==> src/rtl/adc_sample_averager_if.sv <==
// Controller and XADC side signals of the ADC sample averager, grouped as one bus.
interface adc_sample_averager_if #(
    parameter int unsigned NB_DATA = 12,
    parameter int unsigned NB_ADC  = 16
) ();

    logic               i_trigger;
    logic               o_convst;
    logic               i_eoc;
    logic [NB_ADC-1:0]  i_adc_data;
    logic [NB_DATA-1:0] o_value;
    logic               o_done;
    logic               o_busy;
    logic               o_timeout_err;
    logic               o_overrun_err;

    // Averager side
    modport slave (
        input  i_trigger, i_eoc, i_adc_data,
        output o_convst, o_value, o_done, o_busy, o_timeout_err, o_overrun_err
    );

    // Controller / XADC side
    modport master (
        output i_trigger, i_eoc, i_adc_data,
        input  o_convst, o_value, o_done, o_busy, o_timeout_err, o_overrun_err
    );

endinterface

==> src/rtl/adc_sample_averager.sv <==
// Runs 2^N_AVG_LOG2 XADC conversions per trigger and returns the floor of their mean.
module adc_sample_averager #(
    parameter int unsigned NB_DATA       = 12,
    parameter int unsigned NB_ADC        = 16,
    parameter int unsigned N_AVG_LOG2    = 2,
    parameter int unsigned CONVST_CYCLES = 4,
    parameter int unsigned TIMEOUT       = 1023
) (
    input  logic                  clk,
    input  logic                  i_rst,
    adc_sample_averager_if.slave  bus
);

    localparam int unsigned ACC_W     = NB_DATA + N_AVG_LOG2;
    localparam int unsigned N_SAMPLES = 1 << N_AVG_LOG2;
    localparam int unsigned SCNT_W    = N_AVG_LOG2 + 1;
    localparam int unsigned CCNT_W    = $clog2(CONVST_CYCLES + 1);
    localparam int unsigned TCNT_W    = $clog2(TIMEOUT + 1);

    typedef enum logic [2:0] {
        ST_IDLE,
        ST_CONVST,
        ST_WAIT_EOC,
        ST_ACCUM,
        ST_DONE
    } state_e;

    state_e             state_q,       state_d;
    logic [CCNT_W-1:0]  conv_cnt_q,    conv_cnt_d;
    logic [TCNT_W-1:0]  tmo_cnt_q,     tmo_cnt_d;
    logic [SCNT_W-1:0]  smp_cnt_q,     smp_cnt_d;
    logic [ACC_W-1:0]   acc_q,         acc_d;
    logic [NB_DATA-1:0] sample_q,      sample_d;
    logic [NB_DATA-1:0] value_q,       value_d;
    logic               convst_q,      convst_d;
    logic               done_q,        done_d;
    logic               busy_q,        busy_d;
    logic               timeout_err_q, timeout_err_d;
    logic               overrun_err_q, overrun_err_d;
    logic [ACC_W-1:0]   acc_sum_c;
    logic               unused_adc_lsbs_c;

    // Only the MSBs of the XADC word carry the sample
    assign unused_adc_lsbs_c = ^bus.i_adc_data[NB_ADC-NB_DATA-1:0];

    // Next-state, datapath and next-output computation
    always_comb begin
        state_d       = state_q;
        conv_cnt_d    = conv_cnt_q;
        tmo_cnt_d     = tmo_cnt_q;
        smp_cnt_d     = smp_cnt_q;
        acc_d         = acc_q;
        sample_d      = sample_q;
        value_d       = value_q;
        timeout_err_d = timeout_err_q;
        overrun_err_d = overrun_err_q;
        acc_sum_c     = acc_q + ACC_W'(sample_q);

        // A trigger outside IDLE is dropped and flagged
        if (state_q != ST_IDLE && bus.i_trigger) begin
            overrun_err_d = 1'b1;
        end

        case (state_q)
            ST_IDLE: begin
                if (bus.i_trigger) begin
                    acc_d      = '0;
                    smp_cnt_d  = '0;
                    conv_cnt_d = '0;
                    state_d    = ST_CONVST;
                end
            end
            ST_CONVST: begin
                if (conv_cnt_q == CCNT_W'(CONVST_CYCLES - 1)) begin
                    tmo_cnt_d = '0;
                    state_d   = ST_WAIT_EOC;
                end else begin
                    conv_cnt_d = conv_cnt_q + CCNT_W'(1);
                end
            end
            ST_WAIT_EOC: begin
                if (bus.i_eoc) begin
                    sample_d = bus.i_adc_data[NB_ADC-1 -: NB_DATA];
                    state_d  = ST_ACCUM;
                end else begin
                    tmo_cnt_d = tmo_cnt_q + TCNT_W'(1);
                    if (tmo_cnt_q == TCNT_W'(TIMEOUT - 1)) begin
                        timeout_err_d = 1'b1;
                        value_d       = '1;
                        state_d       = ST_DONE;
                    end
                end
            end
            ST_ACCUM: begin
                acc_d     = acc_sum_c;
                smp_cnt_d = smp_cnt_q + SCNT_W'(1);
                if (smp_cnt_d == SCNT_W'(N_SAMPLES)) begin
                    value_d = NB_DATA'(acc_sum_c >> N_AVG_LOG2);
                    state_d = ST_DONE;
                end else begin
                    conv_cnt_d = '0;
                    state_d    = ST_CONVST;
                end
            end
            ST_DONE: begin
                state_d = ST_IDLE;
            end
            default: begin
                state_d = ST_IDLE;
            end
        endcase

        convst_d = (state_d == ST_CONVST);
        done_d   = (state_d == ST_DONE);
        busy_d   = (state_d != ST_IDLE);
    end

    // State, datapath and output registers with synchronous reset
    always_ff @(posedge clk) begin
        if (i_rst) begin
            state_q       <= ST_IDLE;
            conv_cnt_q    <= '0;
            tmo_cnt_q     <= '0;
            smp_cnt_q     <= '0;
            acc_q         <= '0;
            sample_q      <= '0;
            value_q       <= '0;
            convst_q      <= 1'b0;
            done_q        <= 1'b0;
            busy_q        <= 1'b0;
            timeout_err_q <= 1'b0;
            overrun_err_q <= 1'b0;
        end else begin
            state_q       <= state_d;
            conv_cnt_q    <= conv_cnt_d;
            tmo_cnt_q     <= tmo_cnt_d;
            smp_cnt_q     <= smp_cnt_d;
            acc_q         <= acc_d;
            sample_q      <= sample_d;
            value_q       <= value_d;
            convst_q      <= convst_d;
            done_q        <= done_d;
            busy_q        <= busy_d;
            timeout_err_q <= timeout_err_d;
            overrun_err_q <= overrun_err_d;
        end
    end

    assign bus.o_convst      = convst_q;
    assign bus.o_value       = value_q;
    assign bus.o_done        = done_q;
    assign bus.o_busy        = busy_q;
    assign bus.o_timeout_err = timeout_err_q;
    assign bus.o_overrun_err = overrun_err_q;

endmodule
==> src/flat_wrapper.sv <==
// flat-port wrapper written by rule: the top's interface ports become plain ports
module adc_sample_averager_flat 
#(
    parameter int unsigned NB_DATA       = 12,
    parameter int unsigned NB_ADC        = 16,
    parameter int unsigned N_AVG_LOG2    = 2,
    parameter int unsigned CONVST_CYCLES = 4,
    parameter int unsigned TIMEOUT       = 1023
)
  (clk, i_rst, bus_i_trigger, bus_i_eoc, bus_i_adc_data, bus_o_convst, bus_o_value, bus_o_done, bus_o_busy, bus_o_timeout_err, bus_o_overrun_err);
  adc_sample_averager_if #(.NB_DATA(NB_DATA), .NB_ADC(NB_ADC)) bus_i ();
  input  logic clk;
  input  logic i_rst;
  input wire logic [$bits(bus_i.i_trigger)-1:0] bus_i_trigger;
  input wire logic [$bits(bus_i.i_eoc)-1:0] bus_i_eoc;
  input wire logic [$bits(bus_i.i_adc_data)-1:0] bus_i_adc_data;
  output wire logic [$bits(bus_i.o_convst)-1:0] bus_o_convst;
  output wire logic [$bits(bus_i.o_value)-1:0] bus_o_value;
  output wire logic [$bits(bus_i.o_done)-1:0] bus_o_done;
  output wire logic [$bits(bus_i.o_busy)-1:0] bus_o_busy;
  output wire logic [$bits(bus_i.o_timeout_err)-1:0] bus_o_timeout_err;
  output wire logic [$bits(bus_i.o_overrun_err)-1:0] bus_o_overrun_err;
  assign bus_i.i_trigger = bus_i_trigger;
  assign bus_i.i_eoc = bus_i_eoc;
  assign bus_i.i_adc_data = bus_i_adc_data;
  assign bus_o_convst = bus_i.o_convst;
  assign bus_o_value = bus_i.o_value;
  assign bus_o_done = bus_i.o_done;
  assign bus_o_busy = bus_i.o_busy;
  assign bus_o_timeout_err = bus_i.o_timeout_err;
  assign bus_o_overrun_err = bus_i.o_overrun_err;
  adc_sample_averager #(.NB_DATA(NB_DATA), .NB_ADC(NB_ADC), .N_AVG_LOG2(N_AVG_LOG2), .CONVST_CYCLES(CONVST_CYCLES), .TIMEOUT(TIMEOUT)) u_core (.clk(clk), .i_rst(i_rst), .bus(bus_i));
endmodule
==> config.mk <==
export PLATFORM = sky130hd
export DESIGN_NAME = adc_sample_averager_flat
export DESIGN_NICKNAME = d
export VERILOG_FILES = /design/src/rtl/adc_sample_averager_if.sv /design/src/rtl/adc_sample_averager.sv /design/src/flat_wrapper.sv
export SDC_FILE = /design/constraint.sdc
export NUM_CORES = 1
export LEC_CHECK = 0
export ABC_CLOCK_PERIOD_IN_PS = 2300
export BUFFER_PORTS_ARGS = -buffer_cell sky130_fd_sc_hd__buf_2
export CAP_MARGIN = 10
export CORE_UTILIZATION = 50
export CTS_BUF_LIST = sky130_fd_sc_hd__clkbuf_8
export DETAILED_ROUTE_END_ITERATION = 6
export PLACE_DENSITY = 0.82
export SLEW_MARGIN = 25
export SYNTH_ARGS = -nofsm -noshare
export SYNTH_HDL_FRONTEND = slang
export SYNTH_SLANG_ARGS = --single-unit
==> constraint.sdc <==
create_clock -name clk -period 2.3 [get_ports clk]
set_input_delay 0.46 -clock clk [delete_from_list [all_inputs] [get_ports clk]]
set_output_delay 0.46 -clock clk [all_outputs]
set_load 0.005 [all_outputs]
==> metrics.yaml <==
die:
  die-height_um: 80.2
  fp.dieW_um: 80.2
  io_pins: 37
  dieArea_um2: 6430
  core_um2: 5920
  rows: 28
  start_util: 0.516
yosys:
  synth_cell_types: 51
  synth-simple-area-share: 0.228
  ys_ff_latch: 62
  ys.flop_type: "dfxtp_1"
  synth_adder_area_share: 0.0803
  synth_edf_count: 0
  synthMuxAreaShare: 0.00655
  syn_inst: 365
  synth_top_family_by_area: "simple AND/OR/NAND/NOR gates"
  synth-compound-area-share: 0.201
  synthArstFlopShare: 0
  syn_area_um2: 3060
  syn_nets: 404
  synthXorXnorAreaFrac: 0.0516
  syn_area_per_cell_um2: 8.37
  yosys_warnings: 0
  synth_seq_area_share: 0.406
sta:
  hold_violations: 0
  fin_tns_setup_ps: 0
  slew_headroom: 0.627
  min_period_over_period: 0.950
  setup_violations: 0
  min_period_ps: 2180
  max_freq_ghz: 0.458
  tightest_slew_ps: 558
  report.final.slew_viol_count: 0
  finClkSkew_ps: 7.41
grt:
  use_met2: 0.372
  global_route.usage.met3: 0.0636
  grt_max_degree: 31
  grt_usage: 0.225
  grt_pass1_vias: 2536
  antenna_found_initial: 0
  grt_use_met1: 0.265
  busiest_layer: "met2"
  grt_pass1_wl_um: 11000
  globalRouteOverflowTotal: 0
routing:
  ant_nets: 0
  wl_per_cell_um: 13.8
  vias: 2664
  drtIter0Drc: 86
  viasPerCell: 5.56
  drc: 0
  wirelength_um: 6620
  detail_route.first_pass.iterations: 4
placed_design:
  gp_congestion: 0.853
  hpwlAfterDp_um: 4660
  port_buffers: 32
clock_tree:
  post_cts_buffers: 0
  ctsHoldBuffers: 0
  tritoncts: "built"
  numCtsBuffers: 9
  clock-root-buffer: "clkbuf_8"
  clock_path_buffers: 2
  clock_latency_ps: 340
  cts.sinks: 62
  path_clk_slew_ps: 70
  htreeDepth: 3
power:
  peakVddDrop_mv: 0.437
  p_per_area_nw_per_um2: 660
  power_leakage_nw: 1.42
  total_power_w: 0.00236
critical_path:
  cp-start-kind: "register"
  worstPathRequired_ps: 2550
  crit_path_end_kind: "register"
  arrival_ps: 2440
  critPathMaxFanout: 3
  worstSetupPathType: "register to register"
layout:
  diodes: 0
  drive_above_1_share: 0.156
  finish.utilization: 0.604
  syn_to_final_growth_pct: 17.0
  fin_nets: 438
min_path:
  min_path_type: "input pin to register"
run_status:
  status: "complete, no violations"
job:
  drv_cap: 0
sequential cells by signal (all words and copies together), names as in the netlist, 3 cells and up:
signal and flops:
u_core.acc_q 14, u_core.state_q 3, u_core.tmo_cnt_q 10, u_core.sample_q 12, u_core.smp_cnt_q 3, u_core.conv_cnt_q 3, u_core.bus.o_value 12
cell type report:
type / instances / area [um2]
inverters: 4 / 15.0
fillers: 507 / 2350
multi-input cells: 284 / 1770
clock inverters: 5 / 97.6
well taps: 75 / 93.8
repair buffers: 38 / 205
clock buffers: 11 / 151
flip-flops and latches: 62 / 1240
metal layers:
metal / vias to the layer above / part of all wire
met5: - / 0
met4: 0 / 0.022
met3: 14 / 0.058
met2: 72 / 0.47
met1: 1229 / 0.45
li1: 1349 / -
cells by family (layout without fill, tap and decap cells):
logic type | count (synthesis) | count (layout)
AO/OA/AOI/OAI | 96 | 96
XOR/XNOR | 18 | 18
adder cells (fa/ha/maj) | 19 | 19
buffers and inverters | 19 | 58
flip-flops | 62 | 62
multiplexers | 2 | 2
AND/OR/NAND/NOR | 149 | 149
cell usage after synthesis, types with 3 or more instances:
cell,count,area [um2]
dfxtp_1,62,1240
o21ai_0,14,70.1
ha_1,18,225
nand2_1,38,143
xor2_1,8,70.1
nand4_1,5,31.3
xnor2_1,10,87.6
a21oi_1,34,170
a211oi_1,13,97.6
clkbuf_1,10,37.5
o21ai_1,4,20.0
nand3_1,9,45.0
a21o_1,3,22.5
inv_1,4,15.0
and3_1,3,18.8
a22oi_1,8,60.1
nand3b_1,4,30.0
nor2_1,57,214
nand2b_1,6,37.5
buf_2,3,15.0
nor3_1,6,30.0
o21a_1,4,30.0
o21bai_1,3,22.5
nor2b_1,7,43.8
where the power goes:
| part | total, W | leakage (nW) | internal (W) | switching [W] |
|---|---|---|---|---|
| registers | 0.00109 | 0.500 | 0.00108 | 0.00000815 |
| logic | 0.0000804 | 0.785 | 0.0000333 | 0.0000471 |
| clock network | 0.00119 | 0.132 | 0.000772 | 0.000416 |
final timing paths:
kind	from	to	slack [ps]	cells past startpoint
worst max-delay path	u_core.sample_q[0]$_SDFFE_PP0P_	u_core.bus.o_value[10]$_SDFFE_PP0P_	120	8
worst min-delay path	bus_i_adc_data[6]	u_core.sample_q[2]$_SDFFE_PP0P_	360	3
worst max register to register	u_core.sample_q[0]$_SDFFE_PP0P_	u_core.bus.o_value[10]$_SDFFE_PP0P_	120	8
worst min register to register	u_core.sample_q[0]$_SDFFE_PP0P_	u_core.sample_q[0]$_SDFFE_PP0P_	460	2
repair_timing:
action	CTS	global route
setup endpoints to repair	1	2
gates resized for setup	1	5
pin swaps	0	6
cells in the final DEF (no fill, tap or decap), drive strengths merged, types with 2 or more instances in the layout:
cell / instances
ha: 18
o21ai: 18
o21bai: 3
a21boi: 2
a21o: 3
nor2b: 7
xor2: 8
nor3: 8
nor2: 57
inv: 6
a22oi: 8
a2111oi: 2
and2: 2
nand4: 5
a21oi: 35
or2: 3
dfxtp: 62
and3: 3
a211oi: 13
bufinv: 3
mux2i: 2
nand2b: 6
nand3: 9
clkbuf: 11
xnor2: 10
nand3b: 4
a31oi: 2
nor4: 2
buf: 38
o21a: 4
nand2: 38
per-stage QoR:
step	hold slack [ps]	cell area [um2]	std cells	setup WS, ps
after floorplan	429	3060	365	135
after global placement	445	3290	463	36.8
after detailed placement	457	3290	463	-14.6
after CTS	341	3540	479	32.7
after global routing	347	3570	479	-2.28
final	356	3570	479	115
worst max-delay path, cell delays in order, from the launching register on:
cell	delay, ps
dfxtp_1	320
ha_2	200
fa_2	390
a211oi_4	270
o21ai_2	110
a2111oi_4	390
nor3_2	90
xnor2_1	130
a211oi_1	200
Power figures use the tool's default switching activity.
